[config.mk]
export PLATFORM = sky130hd
export DESIGN_NAME = free_list_flat
export DESIGN_NICKNAME = d
export VERILOG_FILES = /design/src/rtl/free_list_pkg.sv /design/src/rtl/free_list_if.sv /design/src/rtl/free_list_ptr.sv /design/src/rtl/free_list.sv /design/src/flat_wrapper.sv
export SDC_FILE = /design/constraint.sdc
export NUM_CORES = 1
export LEC_CHECK = 0
export ABC_CLOCK_PERIOD_IN_PS = 4700
export CAP_MARGIN = 30
export CORE_AREA = 2 2 162 124
export CTS_CLUSTER_SIZE = 25
export DETAILED_ROUTE_END_ITERATION = 8
export DIE_AREA = 0 0 164 126
export GPL_TIMING_DRIVEN = 0
export PLACE_DENSITY = 0.95
export REMOVE_ABC_BUFFERS = 1
export SLEW_MARGIN = 25
export SYNTH_ARGS = -nofsm -noshare
export SYNTH_HDL_FRONTEND = slang
export SYNTH_HIERARCHICAL = 1
export SYNTH_SLANG_ARGS = --single-unit
export TNS_END_PERCENT = 10
[constraint.sdc]
create_clock -name clock -period 4.7 [get_ports clock]
set_clock_uncertainty 0.15 [all_clocks]
set_input_delay 0.47 -clock clock [delete_from_list [all_inputs] [get_ports clock]]
set_output_delay 0.47 -clock clock [all_outputs]
set_load 0.01 [all_outputs]
[src/rtl/free_list_pkg.sv]
// Shared sizes, tag types and constants for the physical-register free list.
package free_list_pkg;

    localparam int FL_SIZE   = 32;
    localparam int PR_SIZE   = 64;
    localparam int ARCH_SIZE = 32;
    localparam int ROB_SIZE  = 32;

    localparam int TAG_W = $clog2(PR_SIZE);
    localparam int PTR_W = $clog2(FL_SIZE);
    localparam int CNT_W = PTR_W + 1;

    // Ready bit on top of the 6-bit physical tag
    typedef logic [TAG_W:0]   PHYS_REG;
    typedef logic [TAG_W-1:0] tag_t;
    typedef logic [PTR_W-1:0] ptr_t;
    typedef logic [CNT_W-1:0] count_t;

    localparam PHYS_REG INVALID_TAG = 7'b1111111;

endpackage

[src/rtl/free_list_if.sv]
// Dispatch/retire/flush bundle between the pipeline and the free list.
interface free_list_if
    import free_list_pkg::*;
();
    logic    enable;
    logic    dispatch_en;
    logic    retire_valid;
    PHYS_REG T_free_in;
    logic    branch_not_taken;
    PHYS_REG T_new_out;
    logic    free_valid;
    count_t  free_count;
    logic    fl_empty;

    modport master (
        output enable, dispatch_en, retire_valid, T_free_in, branch_not_taken,
        input  T_new_out, free_valid, free_count, fl_empty
    );

    modport slave (
        input  enable, dispatch_en, retire_valid, T_free_in, branch_not_taken,
        output T_new_out, free_valid, free_count, fl_empty
    );
endinterface

[src/rtl/free_list_ptr.sv]
// Wrapping FIFO pointer with increment and a load port; wraps by overflow.
module free_list_ptr
    import free_list_pkg::*;
(
    input  logic clock,
    input  logic reset,
    input  logic inc,
    input  logic load,
    input  ptr_t load_val,
    output ptr_t ptr,
    output ptr_t ptr_inc
);

    assign ptr_inc = ptr + PTR_W'(1);

    // Load wins over increment so a flush can reposition the pointer outright
    always_ff @(posedge clock) begin
        if (reset) begin
            ptr <= '0;
        end else if (load) begin
            ptr <= load_val;
        end else if (inc) begin
            ptr <= ptr_inc;
        end
    end

endmodule

[src/rtl/free_list.sv]
// Circular FIFO of free physical-register tags; a mispredict reclaims every
// speculatively dispatched tag by snapping head back to the tail.
module free_list
    import free_list_pkg::*;
(
    input  logic                             clock,
    input  logic                             reset,
    free_list_if.slave                       fl,
    output logic [FL_SIZE-1:0][TAG_W-1:0]    fl_table_out,
    output ptr_t                             head_out,
    output ptr_t                             tail_out
);

    tag_t   entry [FL_SIZE];
    count_t count;
    ptr_t   head, tail, tail_inc, tail_next, head_inc_unused;
    logic   full, empty, do_pop, do_push, do_flush;
    logic   unused_ready_bit;

    assign full     = (count == count_t'(FL_SIZE));
    assign empty    = (count == '0);
    assign do_pop   = fl.enable & fl.dispatch_en & ~empty & ~fl.branch_not_taken;
    assign do_push  = fl.enable & fl.retire_valid & ~full;
    assign do_flush = fl.enable & fl.branch_not_taken;

    // The retire write lands before the flush, so head must skip past it
    assign tail_next = do_push ? tail_inc : tail;

    assign unused_ready_bit = fl.T_free_in[TAG_W];

    free_list_ptr u_head (
        .clock    (clock),
        .reset    (reset),
        .inc      (do_pop),
        .load     (do_flush),
        .load_val (tail_next),
        .ptr      (head),
        .ptr_inc  (head_inc_unused)
    );

    free_list_ptr u_tail (
        .clock    (clock),
        .reset    (reset),
        .inc      (do_push),
        .load     (1'b0),
        .load_val (tail_next),
        .ptr      (tail),
        .ptr_inc  (tail_inc)
    );

    always_ff @(posedge clock) begin
        if (reset) begin
            for (int i = 0; i < FL_SIZE; i++) begin
                entry[i] <= TAG_W'(ARCH_SIZE + i);
            end
        end else if (do_push) begin
            entry[tail] <= fl.T_free_in[TAG_W-1:0];
        end
    end

    always_ff @(posedge clock) begin
        if (reset || do_flush) begin
            count <= count_t'(FL_SIZE);
        end else begin
            count <= count + count_t'(do_push) - count_t'(do_pop);
        end
    end

    assign fl.T_new_out  = empty ? INVALID_TAG : {1'b0, entry[head]};
    assign fl.free_valid = ~empty;
    assign fl.free_count = count;
    assign fl.fl_empty   = empty;

    always_comb begin
        fl_table_out = '0;
        for (int i = 0; i < FL_SIZE; i++) begin
            fl_table_out[i] = entry[i];
        end
    end

    assign head_out = head;
    assign tail_out = tail;

endmodule
[src/flat_wrapper.sv]
// flat-port wrapper written by rule: the top's interface ports become plain ports
module free_list_flat import free_list_pkg::*;
  (clock, reset, fl_table_out, head_out, tail_out, fl_enable, fl_dispatch_en, fl_retire_valid, fl_T_free_in, fl_branch_not_taken, fl_T_new_out, fl_free_valid, fl_free_count, fl_fl_empty);
  free_list_if fl_i ();
  input  logic clock;
  input  logic reset;
  output logic [FL_SIZE-1:0][TAG_W-1:0] fl_table_out;
  output ptr_t head_out;
  output ptr_t tail_out;
  input wire logic [$bits(fl_i.enable)-1:0] fl_enable;
  input wire logic [$bits(fl_i.dispatch_en)-1:0] fl_dispatch_en;
  input wire logic [$bits(fl_i.retire_valid)-1:0] fl_retire_valid;
  input wire logic [$bits(fl_i.T_free_in)-1:0] fl_T_free_in;
  input wire logic [$bits(fl_i.branch_not_taken)-1:0] fl_branch_not_taken;
  output wire logic [$bits(fl_i.T_new_out)-1:0] fl_T_new_out;
  output wire logic [$bits(fl_i.free_valid)-1:0] fl_free_valid;
  output wire logic [$bits(fl_i.free_count)-1:0] fl_free_count;
  output wire logic [$bits(fl_i.fl_empty)-1:0] fl_fl_empty;
  assign fl_i.enable = fl_enable;
  assign fl_i.dispatch_en = fl_dispatch_en;
  assign fl_i.retire_valid = fl_retire_valid;
  assign fl_i.T_free_in = fl_T_free_in;
  assign fl_i.branch_not_taken = fl_branch_not_taken;
  assign fl_T_new_out = fl_i.T_new_out;
  assign fl_free_valid = fl_i.free_valid;
  assign fl_free_count = fl_i.free_count;
  assign fl_fl_empty = fl_i.fl_empty;
  free_list u_core (.clock(clock), .reset(reset), .fl(fl_i), .fl_table_out(fl_table_out), .head_out(head_out), .tail_out(tail_out));
endmodule
==> results by group <==
Cells and area
  – Antenna Cells: 0
  – NumNets Final: 957
  – Area Overhead vs Synth: 28.28%
  – Final std cells w/o fill: 1,197
  – Fraction of layout cells with a size suffix above 1: 12.61%
  – Post-route cell area: 0.01325 mm²

CTS
  – Post-cts repair resize count: 0
  – Clk_lat worst skew: 490 ps
  – Root buffer cell: clkbuf_16
  – CTS buffer count: 21
  – H-Tree Depth: 1
  – CTS Hold Bufs: 0
  – Postcts setup bufs: 0
  – Reg clk slew, reported paths: 70 ps
  – Max Buffers Root-to-Sink: 3
  – Total clock sinks: 208
  – TritonCTS clock tree: built

Worst setup path
  – Worst Setup Path Type: reg2reg
  – Crit start category: register
  – Worst Setup End Kind: register
  – CP max-delay cell: nor3_1
  – Data required time of the critical path: 4930 ps
  – CP Cell Sequence: inv_1 -> ha_1 -> nand3_1 -> inv_1 -> nor3_1 -> ha_1 -> inv_1 -> ha_1 -> inv_1 -> fa_1 -> nand2b_1 -> a21oi_1 -> o21a_1 -> nor3_1
  – Peak per-stage delay on the critical path: 730 ps
  – Most frequent cell on the critical path: inv_1
  – Crit path arrival time: 4090 ps
  – CP Max Fanout: 8
  – R2R cell count: 14

Global routing
  – Largest net degree at the start of global routing: 38
  – Total GRT Usage: 29.64%
  – First-pass GRT wire length: 45.50 mm
  – Initial antenna violation count: 0
  – Remaining global-route overflow: 0
  – Number of global-route vias before repair: 7,124

Timing
  – Unrepaired setup endpoints after global routing: no
  – Max Freq: 258.8 MHz
  – Worst slew pin tran: 922.5 ps
  – Relative slew slack: 38.27%
  – Post-layout minimum cycle time: 3865 ps
  – Tcrit/Tclk final: 82.23%
  – Setup violations, final: 0
  – Final Hold Viols: 0
  – Fin. max-slew vios: 0
  – Final setup margin: 835.4 ps

Detailed routing
  – DR vias: 7,465
  – DR vias/cell: 6.236
  – First DRT Iteration DRCs: 724
  – Post-route ant nets: 0
  – First-pass DRT Iterations: 7
  – DR WL/cell: 25.51 µm
  – Detailed-route DRC error count: 0
  – Final wirelength: 30.53 mm

Floorplanning
  – Die X: 164 µm
  – Starting Density: 54.07%
  – Io pins: 230
  – DIE AREA: 0.02066 mm²
  – Die Y-Extent: 126 µm
  – Core Rows: 44
  – Core area: 0.01910 mm²

Place
  – Routability congestion estimate: 0.8396
  – IO Port Bufs: 228
  – Inst Count DP: 1,161
  – HPWL after DPL: 21.28 mm
  – Total placed instance area: 0.01265 mm²
  – Place WS: 850.1 ps

Run status
  – Status: complete, no violations

Pwr
  – Max rail drop VDD: 212.5 µV
  – PD cells: 335.7 mW/mm²
  – Static leakage: 4.128 nW

Synthesis
  – Synth Instances: 743
  – Syn Area/Cell: 13.90 µm²
  – Syn. warnings: 6
  – Syn Std Cell Area: 0.01033 mm²

Worst hold path
  – Worst Hold Depth: 3
  – Hold Crit Class: in2reg

Run
  – Max-Cap Viols: 0
worst max-delay path: cells and delay by family (launching register included):
kind	cells	cell delay, ps
fa+ha+maj	4	1130
buf+inv	4	350
simple gates	4	1390
compound gates	2	380
flops	1	360
metal layers:
| layer | GRT usage [%] | vias up | part of all wire (%) |
|---|---|---|---|
| met5 | 0 | - | 0 |
| met4 | 4.334 | 0 | 1.5 |
| met3 | 6.126 | 40 | 11 |
| met2 | 48.00 | 548 | 47 |
| met1 | 42.84 | 3700 | 40 |
| li1 | - | 3177 | - |
flip-flops by register name, summed over array words and instances (netlist names):
| register | count |
|---|---|
| u_core/u_head/ptr | 5 |
| u_core/u_tail/ptr | 5 |
| u_core/fl.free_count | 6 |
| u_core/entry | 192 |
placed cells by master, fill, tap and decap left out, types with 6 or more instances in the layout:
cell type	n
clkdlybuf4s50_1	221
edfxtp_1	192
or3_1	114
and2_1	84
nor2_1	43
or2_2	32
mux4_2	27
o22ai_1	24
clkbuf_16	21
mux4_1	21
inv_1	19
dfxtp_1	14
ha_1	11
a21oi_1	9
xnor2_1	9
buf_2	7
o21a_1	7
nand3b_1	6
o41ai_2	6
cell type report:
class / instances / area (µm²)
sequential: 208 / 6093
fill: 1307 / 5852
multi-input combinational: 447 / 3820
timing repair buffer: 235 / 2360
clock buffer: 24 / 536.8
tap: 253 / 316.6
inverter: 19 / 71.32
clock inverter: 11 / 53.80
stage by stage:
step | hold WS [ps] | total power [mW] | utilization, % | setup TNS, ps
2_1_floorplan | 392.4 | 2.632 | - | 0
3_3_place_gp | 493.2 | 2.958 | 65.83 | -30710
3_5_place_dp | 489.4 | 2.994 | 66.20 | 0
4_1_cts | 428.9 | 4.455 | 69.29 | 0
5_1_grt | 471.9 | 4.597 | 69.37 | 0
6_report | 458.3 | 4.448 | 69.37 | 0
worst paths after layout:
kind / startpoint / to / slack (ps)
hold / removal: reset / u_core/u_tail/ptr[1] / 460
hold reg to reg: u_core/fl.free_count[0] / u_core/fl.free_count[0] / 500
setup / recovery: u_core/fl.free_count[3] / u_core/fl.free_count[4] / 840
setup reg to reg: u_core/fl.free_count[3] / u_core/fl.free_count[4] / 840
power breakdown:
group          internal [mW]  switching (mW)
registers               2.07          0.0772
clock network          0.814           0.673
logic                  0.386           0.427
total                   3.27            1.18
Note: power is estimated with default switching activity, not from simulation.
